`src/rtl/short_circuit_eval.sv`:
```
// rtl/short_circuit_eval.sv - sequential short-circuit AND/OR condition evaluator
module short_circuit_eval #(
  parameter int WIDTH = 32,
  parameter int TERMS = 4,
  parameter int CNTW  = $clog2(TERMS + 1)
) (
  input  logic                   clk,
  input  logic                   reset,
  input  logic                   start,
  input  logic                   mode,
  input  logic [TERMS*WIDTH-1:0] lhs,
  input  logic [TERMS*WIDTH-1:0] rhs,
  input  logic [TERMS*2-1:0]     cmp_op,
  input  logic [WIDTH-1:0]       val_true,
  input  logic [WIDTH-1:0]       val_false,
  output logic                   busy,
  output logic                   done,
  output logic                   result,
  output logic [WIDTH-1:0]       out1,
  output logic [CNTW-1:0]        terms_evaluated
);

  typedef enum logic [1:0] {
    S_IDLE = 2'd0,
    S_EVAL = 2'd1,
    S_DONE = 2'd2
  } state_t;

  state_t                 state_q, state_d;
  logic [CNTW-1:0]        idx_q, idx_d;
  logic                   mode_q, mode_d;
  logic [TERMS*WIDTH-1:0] lhs_q, lhs_d;
  logic [TERMS*WIDTH-1:0] rhs_q, rhs_d;
  logic [TERMS*2-1:0]     op_q, op_d;
  logic [WIDTH-1:0]       vt_q, vt_d;
  logic [WIDTH-1:0]       vf_q, vf_d;
  logic                   result_q, result_d;
  logic [WIDTH-1:0]       out1_q, out1_d;
  logic [CNTW-1:0]        terms_q, terms_d;

  logic [WIDTH-1:0]       cur_lhs;
  logic [WIDTH-1:0]       cur_rhs;
  logic [1:0]             cur_op;
  logic                   term_true;
  logic                   stop;
  logic                   stop_result;

  // Select the latched term at the current index and compare it (unsigned, full width)
  always_comb begin
    cur_lhs = '0;
    cur_rhs = '0;
    cur_op  = 2'b00;
    for (int i = 0; i < TERMS; i++) begin
      if (idx_q == CNTW'(i)) begin
        cur_lhs = lhs_q[i*WIDTH +: WIDTH];
        cur_rhs = rhs_q[i*WIDTH +: WIDTH];
        cur_op  = op_q[i*2 +: 2];
      end
    end
    case (cur_op)
      2'b00:   term_true = (cur_lhs == cur_rhs);
      2'b01:   term_true = (cur_lhs != cur_rhs);
      2'b10:   term_true = (cur_lhs <  cur_rhs);
      default: term_true = (cur_lhs >= cur_rhs);
    endcase
    // A deciding term fixes the result; otherwise the last term yields the chain's identity value
    if (!mode_q && !term_true) begin
      stop        = 1'b1;
      stop_result = 1'b0;
    end else if (mode_q && term_true) begin
      stop        = 1'b1;
      stop_result = 1'b1;
    end else begin
      stop        = (idx_q == CNTW'(TERMS - 1));
      stop_result = ~mode_q;
    end
  end

  // Next-state logic
  always_comb begin
    state_d = state_q;
    case (state_q)
      S_IDLE:  if (start) state_d = S_EVAL;
      S_EVAL:  if (stop)  state_d = S_DONE;
      S_DONE:  state_d = S_IDLE;
      default: state_d = S_IDLE;
    endcase
  end

  // Operand capture on accept, index advance and result registration on stop
  always_comb begin
    idx_d    = idx_q;
    mode_d   = mode_q;
    lhs_d    = lhs_q;
    rhs_d    = rhs_q;
    op_d     = op_q;
    vt_d     = vt_q;
    vf_d     = vf_q;
    result_d = result_q;
    out1_d   = out1_q;
    terms_d  = terms_q;
    if (state_q == S_IDLE && start) begin
      idx_d  = '0;
      mode_d = mode;
      lhs_d  = lhs;
      rhs_d  = rhs;
      op_d   = cmp_op;
      vt_d   = val_true;
      vf_d   = val_false;
    end else if (state_q == S_EVAL) begin
      if (stop) begin
        result_d = stop_result;
        out1_d   = stop_result ? vt_q : vf_q;
        terms_d  = idx_q + CNTW'(1);
      end else begin
        idx_d = idx_q + CNTW'(1);
      end
    end
  end

  // Output decode from registered state
  always_comb begin
    busy = (state_q == S_EVAL) || (state_q == S_DONE);
    done = (state_q == S_DONE);
  end

  assign result          = result_q;
  assign out1            = out1_q;
  assign terms_evaluated = terms_q;

  // State and datapath registers, asynchronously cleared
  always_ff @(posedge clk or negedge reset) begin
    if (!reset) begin
      state_q  <= S_IDLE;
      idx_q    <= '0;
      mode_q   <= 1'b0;
      lhs_q    <= '0;
      rhs_q    <= '0;
      op_q     <= '0;
      vt_q     <= '0;
      vf_q     <= '0;
      result_q <= 1'b0;
      out1_q   <= '0;
      terms_q  <= '0;
    end else begin
      state_q  <= state_d;
      idx_q    <= idx_d;
      mode_q   <= mode_d;
      lhs_q    <= lhs_d;
      rhs_q    <= rhs_d;
      op_q     <= op_d;
      vt_q     <= vt_d;
      vf_q     <= vf_d;
      result_q <= result_d;
      out1_q   <= out1_d;
      terms_q  <= terms_d;
    end
  end

endmodule

```
`config.mk`:
```
export PLATFORM = sky130hd
export DESIGN_NAME = short_circuit_eval
export DESIGN_NICKNAME = d
export VERILOG_FILES = /design/src/rtl/short_circuit_eval.sv
export SDC_FILE = /design/constraint.sdc
export NUM_CORES = 1
export LEC_CHECK = 0
export ABC_AREA = 1
export BUFFER_PORTS_ARGS = -buffer_cell sky130_fd_sc_hd__buf_4
export CAP_MARGIN = 10
export CORE_MARGIN = 4
export CORE_UTILIZATION = 57
export CTS_BUF_LIST = sky130_fd_sc_hd__clkbuf_8
export CTS_CLUSTER_DIAMETER = 200
export DETAILED_ROUTE_END_ITERATION = 10
export GPL_ROUTABILITY_DRIVEN = 1
export GPL_TIMING_DRIVEN = 0
export PLACE_DENSITY = 0.81
export SETUP_SLACK_MARGIN = 0.4
export SKIP_LAST_GASP = 1
export SYNTH_ARGS = -nofsm -noshare
export SYNTH_HDL_FRONTEND = slang
export SYNTH_SLANG_ARGS = --single-unit
```
`constraint.sdc`:
```
create_clock -name clk -period 4.66 [get_ports clk]
set_input_delay 0.932 -clock clk [delete_from_list [all_inputs] [get_ports clk]]
set_output_delay 0.932 -clock clk [all_outputs]
set_load 0.01 [all_outputs]
```
==> impl_metrics.json, run 1 <==
{
  "cts-root-buf": "clkbuf_8",
  "crit_path_max_incr_delay_ns": 0.40,
  "critPathLaunchType": "register",
  "routedWlPerCell_um": 19.2,
  "cp_max_fo": 10,
  "max_slew_margin_pct": 23.7,
  "grt_max_degree": 129,
  "power_frac_clock_pct": 18.2,
  "grt_pass1_wl_um": 89900,
  "dieArea_um2": 33000,
  "drc": 0,
  "fin_util_pct": 74.9,
  "outcome": "completed",
  "yosysSeqAreaShare_pct": 53.8,
  "switching_share_pct": 44.2,
  "yosysWarnings": 0,
  "drive_gt1_share_pct": 21.8,
  "die_width_um": 182,
  "mostFrequentLayoutCells": "nand2_1, buf_4, dfrtp_1, clkbuf_8, clkbuf_1",
  "cpMostUsedCell": "nand2_1",
  "ys_seq_elements": 370,
  "setup_viol": 0,
  "vias_per_cell": 5.55,
  "die_h_um": 182,
  "clkSinkCount": 370,
  "vias": 17000,
  "rsz0062_at_grt": "false",
  "finalCritPeriodShare_pct": 89.5,
  "clk_path_buf_depth": 3,
  "worst_pin_slew_ns": 1.15,
  "syn_area_um2": 17200,
  "cts_buffers": 59,
  "final_nets": 2985,
  "antenna_found_initial": 5,
  "hold_viol_final": 0,
  "syn_nets": 2543,
  "postSynthCellCount": 2170,
  "peakVddDrop_v": 0.000402,
  "worst_hold_path_type": "in2async",
  "grt_remaining_overflow": 0,
  "maxCapViolations": 0,
  "min_period_ns": 4.17,
  "synth_xor_xnor_area_share_pct": 0,
  "drt_iter0_markers": 1944,
  "drt-pass1-iter-count": 5,
  "fin_skew_ns": 0.0245,
  "post-place-cells": 2932,
  "finalWirelength_um": 58600,
  "htree_levels": 2,
  "grt_util_all_layers_pct": 34.5,
  "end_kind": "register",
  "synth_mux_area_share_pct": 0,
  "crit_path_start": "idx_q[1]",
  "synth-compound-area-share_pct": 6.72,
  "cp_slowest_cell": "dfrtp_1",
  "dp_hpwl_um": 43500,
  "coreArea_um2": 29700,
  "powerDensity_nw_per_um2": 765,
  "final-max-slew-violation-count": 0,
  "initial_utilization_pct": 57.9,
  "drtAntennaViolNets": 0,
  "critPathArrivalTime_ns": 4.66,
  "grt_pass1_vias": 17000,
  "synth-adder-area-share_pct": 2.98,
  "r2r-start": "idx_q[1]",
  "p_switching_mw": 7.52,
  "io_buffers": 369,
  "critical_path_class": "reg2reg",
  "mostFrequentLayoutCell": "nand2_1",
  "avgSynthCellArea_um2": 7.93,
  "synthSimpleGateAreaFrac_pct": 32.4,
  "gp_congestion": 0.966,
  "clk_pin_slew_worst_paths_ns": 0.07,
  "cts_tree": "yes",
  "seqPwrFrac_pct": 33.5,
  "insertion_delay_ns": 0.61,
  "synth_top_family_by_area": "simple AND/OR/NAND/NOR gates",
  "pin_count": 370,
  "power_frac_comb_pct": 48.3,
  "cts_hold_buffers": 0,
  "fin_cells": 3055,
  "max_freq_ghz": 0.240,
  "internal_power_mw": 9.51,
  "leakage_nw": 12.2,
  "synthDistinctLibCells": 33,
  "rows": 63,
  "syn_to_final_growth_pct": 29.3,
  "cp.required_ns": 5.14
}
## metrics by stage
step	power, mW	area [um2]	setup TNS [ns]	worst slack, ns	hold slack [ns]
6_report	17.0	22200	0	0.489	0.239
5_1_grt	18.2	22200	0	0.331	0.253
4_1_cts	16.6	22000	0	0.411	0.231
3_5_place_dp	13.4	20500	0	0.00476	0.459
3_3_place_gp	13.0	20500	-273.35	-0.766	0.456
2_1_floorplan	10.6	17200	0	1.19	0.444
## cells by family after synthesis
family / Yosys count
buffers and inverters: 168
AND/OR/NAND/NOR: 1419
flip-flops: 370
adder cells (fa/ha/maj): 41
AO/OA/AOI/OAI: 172
## power by group through the flow
stage                     Combinational (mW)  Clock, mW  Sequential, mW
after floorplan                         5.23          0            5.41
final                                   8.23       3.10            5.70
after global routing                    9.13       3.26            5.82
after detailed placement                7.72          0            5.67
after global placement                  7.43          0            5.61
after CTS                               7.86       3.11            5.64
## critical path: cells and delay by family (launching register included)
| family | cells | cell delay [ns] |
|---|---|---|
| buffers and inverters | 6 | 1.00 |
| flip-flops | 1 | 0.40 |
| adder cells (fa/ha/maj) | 2 | 0.47 |
| AND/OR/NAND/NOR | 14 | 1.61 |
| AO/OA/AOI/OAI | 3 | 0.56 |
## cells in the mapped netlist, drive strengths merged
| library cell | number | share of area (%) |
|---|---|---|
| dfrtp | 370 | 54 |
| o22ai | 1 | 0.036 |
| o21ai | 43 | 1.3 |
| a22oi | 3 | 0.13 |
| o31ai | 16 | 0.70 |
| or2 | 2 | 0.087 |
| a31oi | 1 | 0.036 |
| clkbuf | 109 | 2.4 |
| nand2 | 1267 | 28 |
| ha | 41 | 3.0 |
| a311oi | 29 | 1.5 |
| nor3 | 1 | 0.095 |
| a21o | 2 | 0.087 |
| nand3 | 48 | 1.6 |
| a221oi | 32 | 1.6 |
| nor2 | 60 | 1.3 |
| o211ai | 3 | 0.13 |
| nand4 | 41 | 1.5 |
| a21oi | 42 | 1.2 |
| buf | 28 | 1.0 |
| inv | 31 | 0.69 |
## state kept, by name, indices dropped and copies added, names as in the netlist
signal           cells
state_q              2
idx_q                3
result               1
lhs_q              128
terms_evaluated      3
rhs_q              128
out1                32
mode_q               1
op_q                 8
vf_q                32
vt_q                32
## layout make-up
| cell class | instances | area, um2 |
|---|---|---|
| timing repair buffer | 381 | 2930 |
| clock inverter | 26 | 199 |
| sequential | 370 | 9260 |
| inverter | 31 | 126 |
| antenna | 4 | 10.0 |
| buffer | 137 | 699 |
| fill | 2269 | 7470 |
| multi-input combinational | 1632 | 7380 |
| clock buffer | 84 | 1160 |
| tap | 390 | 488 |
## timing repair
| item | CTS | global route |
|---|---|---|
| setup buffers | 0 | 9 |
| setup endpoints to repair | 41 | 41 |
| pin swaps | 1 | 5 |
| gates resized for setup | 45 | 81 |
## path summary, 6_finish.rpt
kind / cells after the start / endpoint / slack (ns)
setup / recovery: 25 / out1[23] / 0.49
hold / removal: 1 / rhs_q[75] / 0.24
setup reg to reg: 25 / out1[23] / 0.49
hold reg to reg: 2 / out1[17] / 0.47
max in group asynchronous: 3 / lhs_q[59] / 3.19
min in group clk: 2 / out1[17] / 0.47
## routing by layer
metal	GRT usage (%)	part of all wire, %
met5	0	0.022
met2	56.3	47
met3	6.35	10
met4	16.2	4.7
met1	45.1	38
No activity file was read; power rests on OpenSTA's default activity.
==> run 2: changes to the inputs <==
ABC_AREA = 0   (was 1)
CORE_UTILIZATION = 56   (was 57)
PLACE_DENSITY = 0.8   (was 0.81)
==> run 2 against run 1 <==
Effect of this change: sequential share of layout area down 0.86 points; register-to-register slack worse by 0.47 ns; hold slack worse by 0.018 ns; clock power down 7.1%; largest cell class unchanged; largest power group unchanged; synthesized cell count down 10%; via count down 6.1%.
==> impl_metrics.json, run 2 <==
{
  "cp.required_ns": 5.14,
  "insertion_delay_ns": 0.61,
  "drt_iter0_markers": 1377,
  "synthTopCellsByArea": "dfrtp_1, nand2_1, ha_1",
  "maxCapViolations": 0,
  "finalCritPeriodShare_pct": 99.7,
  "routedWlPerCell_um": 20.0,
  "grt_util_all_layers_pct": 33.4,
  "critical_path_class": "reg2reg",
  "leakage_nw": 12.1,
  "synth-adder-area-share_pct": 3.05,
  "synth-compound-area-share_pct": 7.98,
  "r2r-start": "idx_q[1]",
  "finalSetupTns_ns": 0,
  "setup_viol": 0,
  "vias_per_cell": 5.58,
  "grt_remaining_overflow": 0,
  "ys.flop_type": "dfrtp_1",
  "yosysWarnings": 0,
  "cp_cell_sequence": "inv_2 > ha_2 > nor3b_4 > buf_12 > buf_12 > a221oi_1 > nor3_2 > a21oi_1 > ha_1 > nand4_1 > nor4_2 > nand4_1 > nand2_1 > o22ai_4 > a22oi_4 > xor2_2 > o211ai_4 > buf_12 > buf_6 > mux2_1",
  "vias": 15900,
  "final_nets": 2793,
  "yosysSeqAreaShare_pct": 55.1,
  "synth.top_cell.area_share_pct": 55.1,
  "critPathLaunchType": "register",
  "hold_viol_final": 0,
  "drtAntennaViolNets": 0,
  "min_period_ns": 4.64,
  "max_freq_ghz": 0.215,
  "mostFrequentLayoutCells": "nand2_1, buf_4, dfrtp_1, clkbuf_8, clkbuf_1",
  "finalWirelength_um": 57200,
  "fin_skew_ns": 0.0180,
  "setup_ws_ns": 0.0155,
  "synth_xor_xnor_area_share_pct": 0.253,
  "place_area_um2": 20200,
  "clk_pin_slew_worst_paths_ns": 0.07,
  "ys_seq_elements": 370,
  "postSynthCellCount": 1948,
  "max_slew_margin_pct": 38.7,
  "synth_top_family_by_area": "simple AND/OR/NAND/NOR gates",
  "synthDistinctLibCells": 40,
  "drc": 0,
  "syn_area_um2": 16800,
  "antenna_cells": 0,
  "clk_path_buf_depth": 3,
  "grt_pass1_wl_um": 86800,
  "coreArea_um2": 29600,
  "die_h_um": 181,
  "fin_util_pct": 76.6,
  "cpMostUsedCell": "buf_12",
  "grt_max_degree": 123,
  "power_mw": 20.1,
  "grt_pass1_vias": 16200,
  "critPathArrivalTime_ns": 5.12,
  "dieArea_um2": 32900,
  "crit_path_max_incr_delay_ns": 0.42,
  "antenna_found_initial": 0,
  "cp_max_fo": 9,
  "synth_mux_area_share_pct": 4.67,
  "synthSimpleGateAreaFrac_pct": 26.0,
  "rsz0062_at_grt": "true",
  "drive_gt1_share_pct": 27.7,
  "peakVddDrop_v": 0.000546,
  "drt-pass1-iter-count": 5,
  "fin_area_um2": 22700,
  "end_kind": "register",
  "gp_congestion": 0.913,
  "synth_most_common_cell": "nand2_1",
  "dp_slack_ns": -1.17,
  "dp_hpwl_um": 41000,
  "worst_hold_path_type": "in2async",
  "synth_top_cell_by_area": "dfrtp_1",
  "cts_buffers": 59,
  "powerDensity_nw_per_um2": 886,
  "synthTopCellsByCount": "nand2_1, dfrtp_1, clkbuf_1, o21ai_0, a21oi_1",
  "async_flop_share_pct": 100,
  "final-max-slew-violation-count": 0,
  "pin_count": 370,
  "rows": 63,
  "die_width_um": 181,
  "largestRegisters": "lhs_q x128, rhs_q x128",
  "outcome": "completed",
  "io_buffers": 369,
  "clkSinkCount": 370,
  "htree_levels": 2,
  "initial_utilization_pct": 56.7,
  "mostFrequentLayoutCell": "nand2_1",
  "syn_nets": 2321,
  "worst_pin_slew_ns": 0.920,
  "syn_to_final_growth_pct": 35.1,
  "cp_slowest_cell": "dfrtp_1",
  "cts_tree": "yes",
  "synth_edf_count": 0,
  "cts-root-buf": "clkbuf_8",
  "avgSynthCellArea_um2": 8.63,
  "rrSetupSlack_ns": 0.02,
  "crit_path_start": "idx_q[1]"
}
==> run 2: cell count changes after synthesis, sizes merged, moves of 6 or more <==
cell | previous run | this run
buf | 28 | 17
nand4 | 41 | 8
nor2b | 0 | 6
o21ai | 43 | 72
nor3 | 1 | 35
a221o | 0 | 32
mux2 | 0 | 68
nor2 | 60 | 40
a311oi | 29 | 0
o31ai | 16 | 2
nand2 | 1267 | 1033
nand3 | 48 | 4
inv | 31 | 7
a21oi | 42 | 48
==> run 2: cells by family after synthesis <==
logic type | Yosys count
flops | 370
simple gates | 1136
mux | 70
xor+xnor | 4
buf+inv | 129
compound gates | 198
fa+ha+maj | 41
==> run 2: per-layer routing <==
metal | part of all wire, % | vias up | wire, um | GRT usage, %
met4 | 4.6 | 0 | 2610 | 13.4
met2 | 48 | 774 | 27200 | 54.9
met1 | 38 | 7726 | 21900 | 42.5
li1 | - | 7257 | - | -
met3 | 9.5 | 168 | 5440 | 8.56
met5 | 0 | - | 0 | 0
==> run 2: repair_timing <==
| item | 4_1_cts | 5_1_grt |
|---|---|---|
| hold buffers | 0 | 0 |
| pin swaps | 12 | 27 |
| endpoints found under the setup margin | 41 | 41 |
| resized for setup | 153 | 102 |
| setup buffers | 15 | 17 |
| gates cloned | 2 | 5 |
| hold endpoints to repair | 0 | 0 |
==> run 2: final timing paths <==
| check | endpoint | cells past startpoint |
|---|---|---|
| max reg2reg | terms_evaluated[0] | 20 |
| min | rhs_q[17] | 1 |
| min in group clk | lhs_q[88] | 2 |
| max in group asynchronous | out1[4] | 4 |
| min reg2reg | lhs_q[88] | 2 |
| max | terms_evaluated[0] | 20 |
==> run 2: final cells by class <==
class	count	area [um2]
well taps	390	488
repair buffers	411	3290
clock buffers	76	1050
fillers	2147	6920
inverters	7	26.3
plain buffers	122	811
flip-flops and latches	370	9260
clock inverters	29	178
multi-input cells	1449	7610
==> run 2: per-stage QoR <==
step           hold WS, ns  cells
2_1_floorplan        0.440   1948
3_3_place_gp         0.451   2707
3_5_place_dp         0.457   2710
4_1_cts              0.254   2832
5_1_grt              0.270   2854
6_report             0.222   2854
==> run 2: worst max-delay path, delay by kind of cell, from the launching register on <==
kind | cells | cell delay (ns)
and+or+nand+nor | 6 | 1.50
AOI/OAI and AO/OA | 5 | 0.86
buffers and inverters | 5 | 0.76
adders and majority gates | 2 | 0.48
DFF | 1 | 0.42
muxes | 1 | 0.33
xor gates and xnor gates | 1 | 0.14
==> run 2: power by group <==
part / switching [mW] / leakage (nW) / internal, mW / total, mW
Sequential: 0.964 / 4.60 / 4.76 / 5.72
Combinational: 6.13 / 6.80 / 5.40 / 11.5
Clock: 1.31 / 0.704 / 1.56 / 2.88
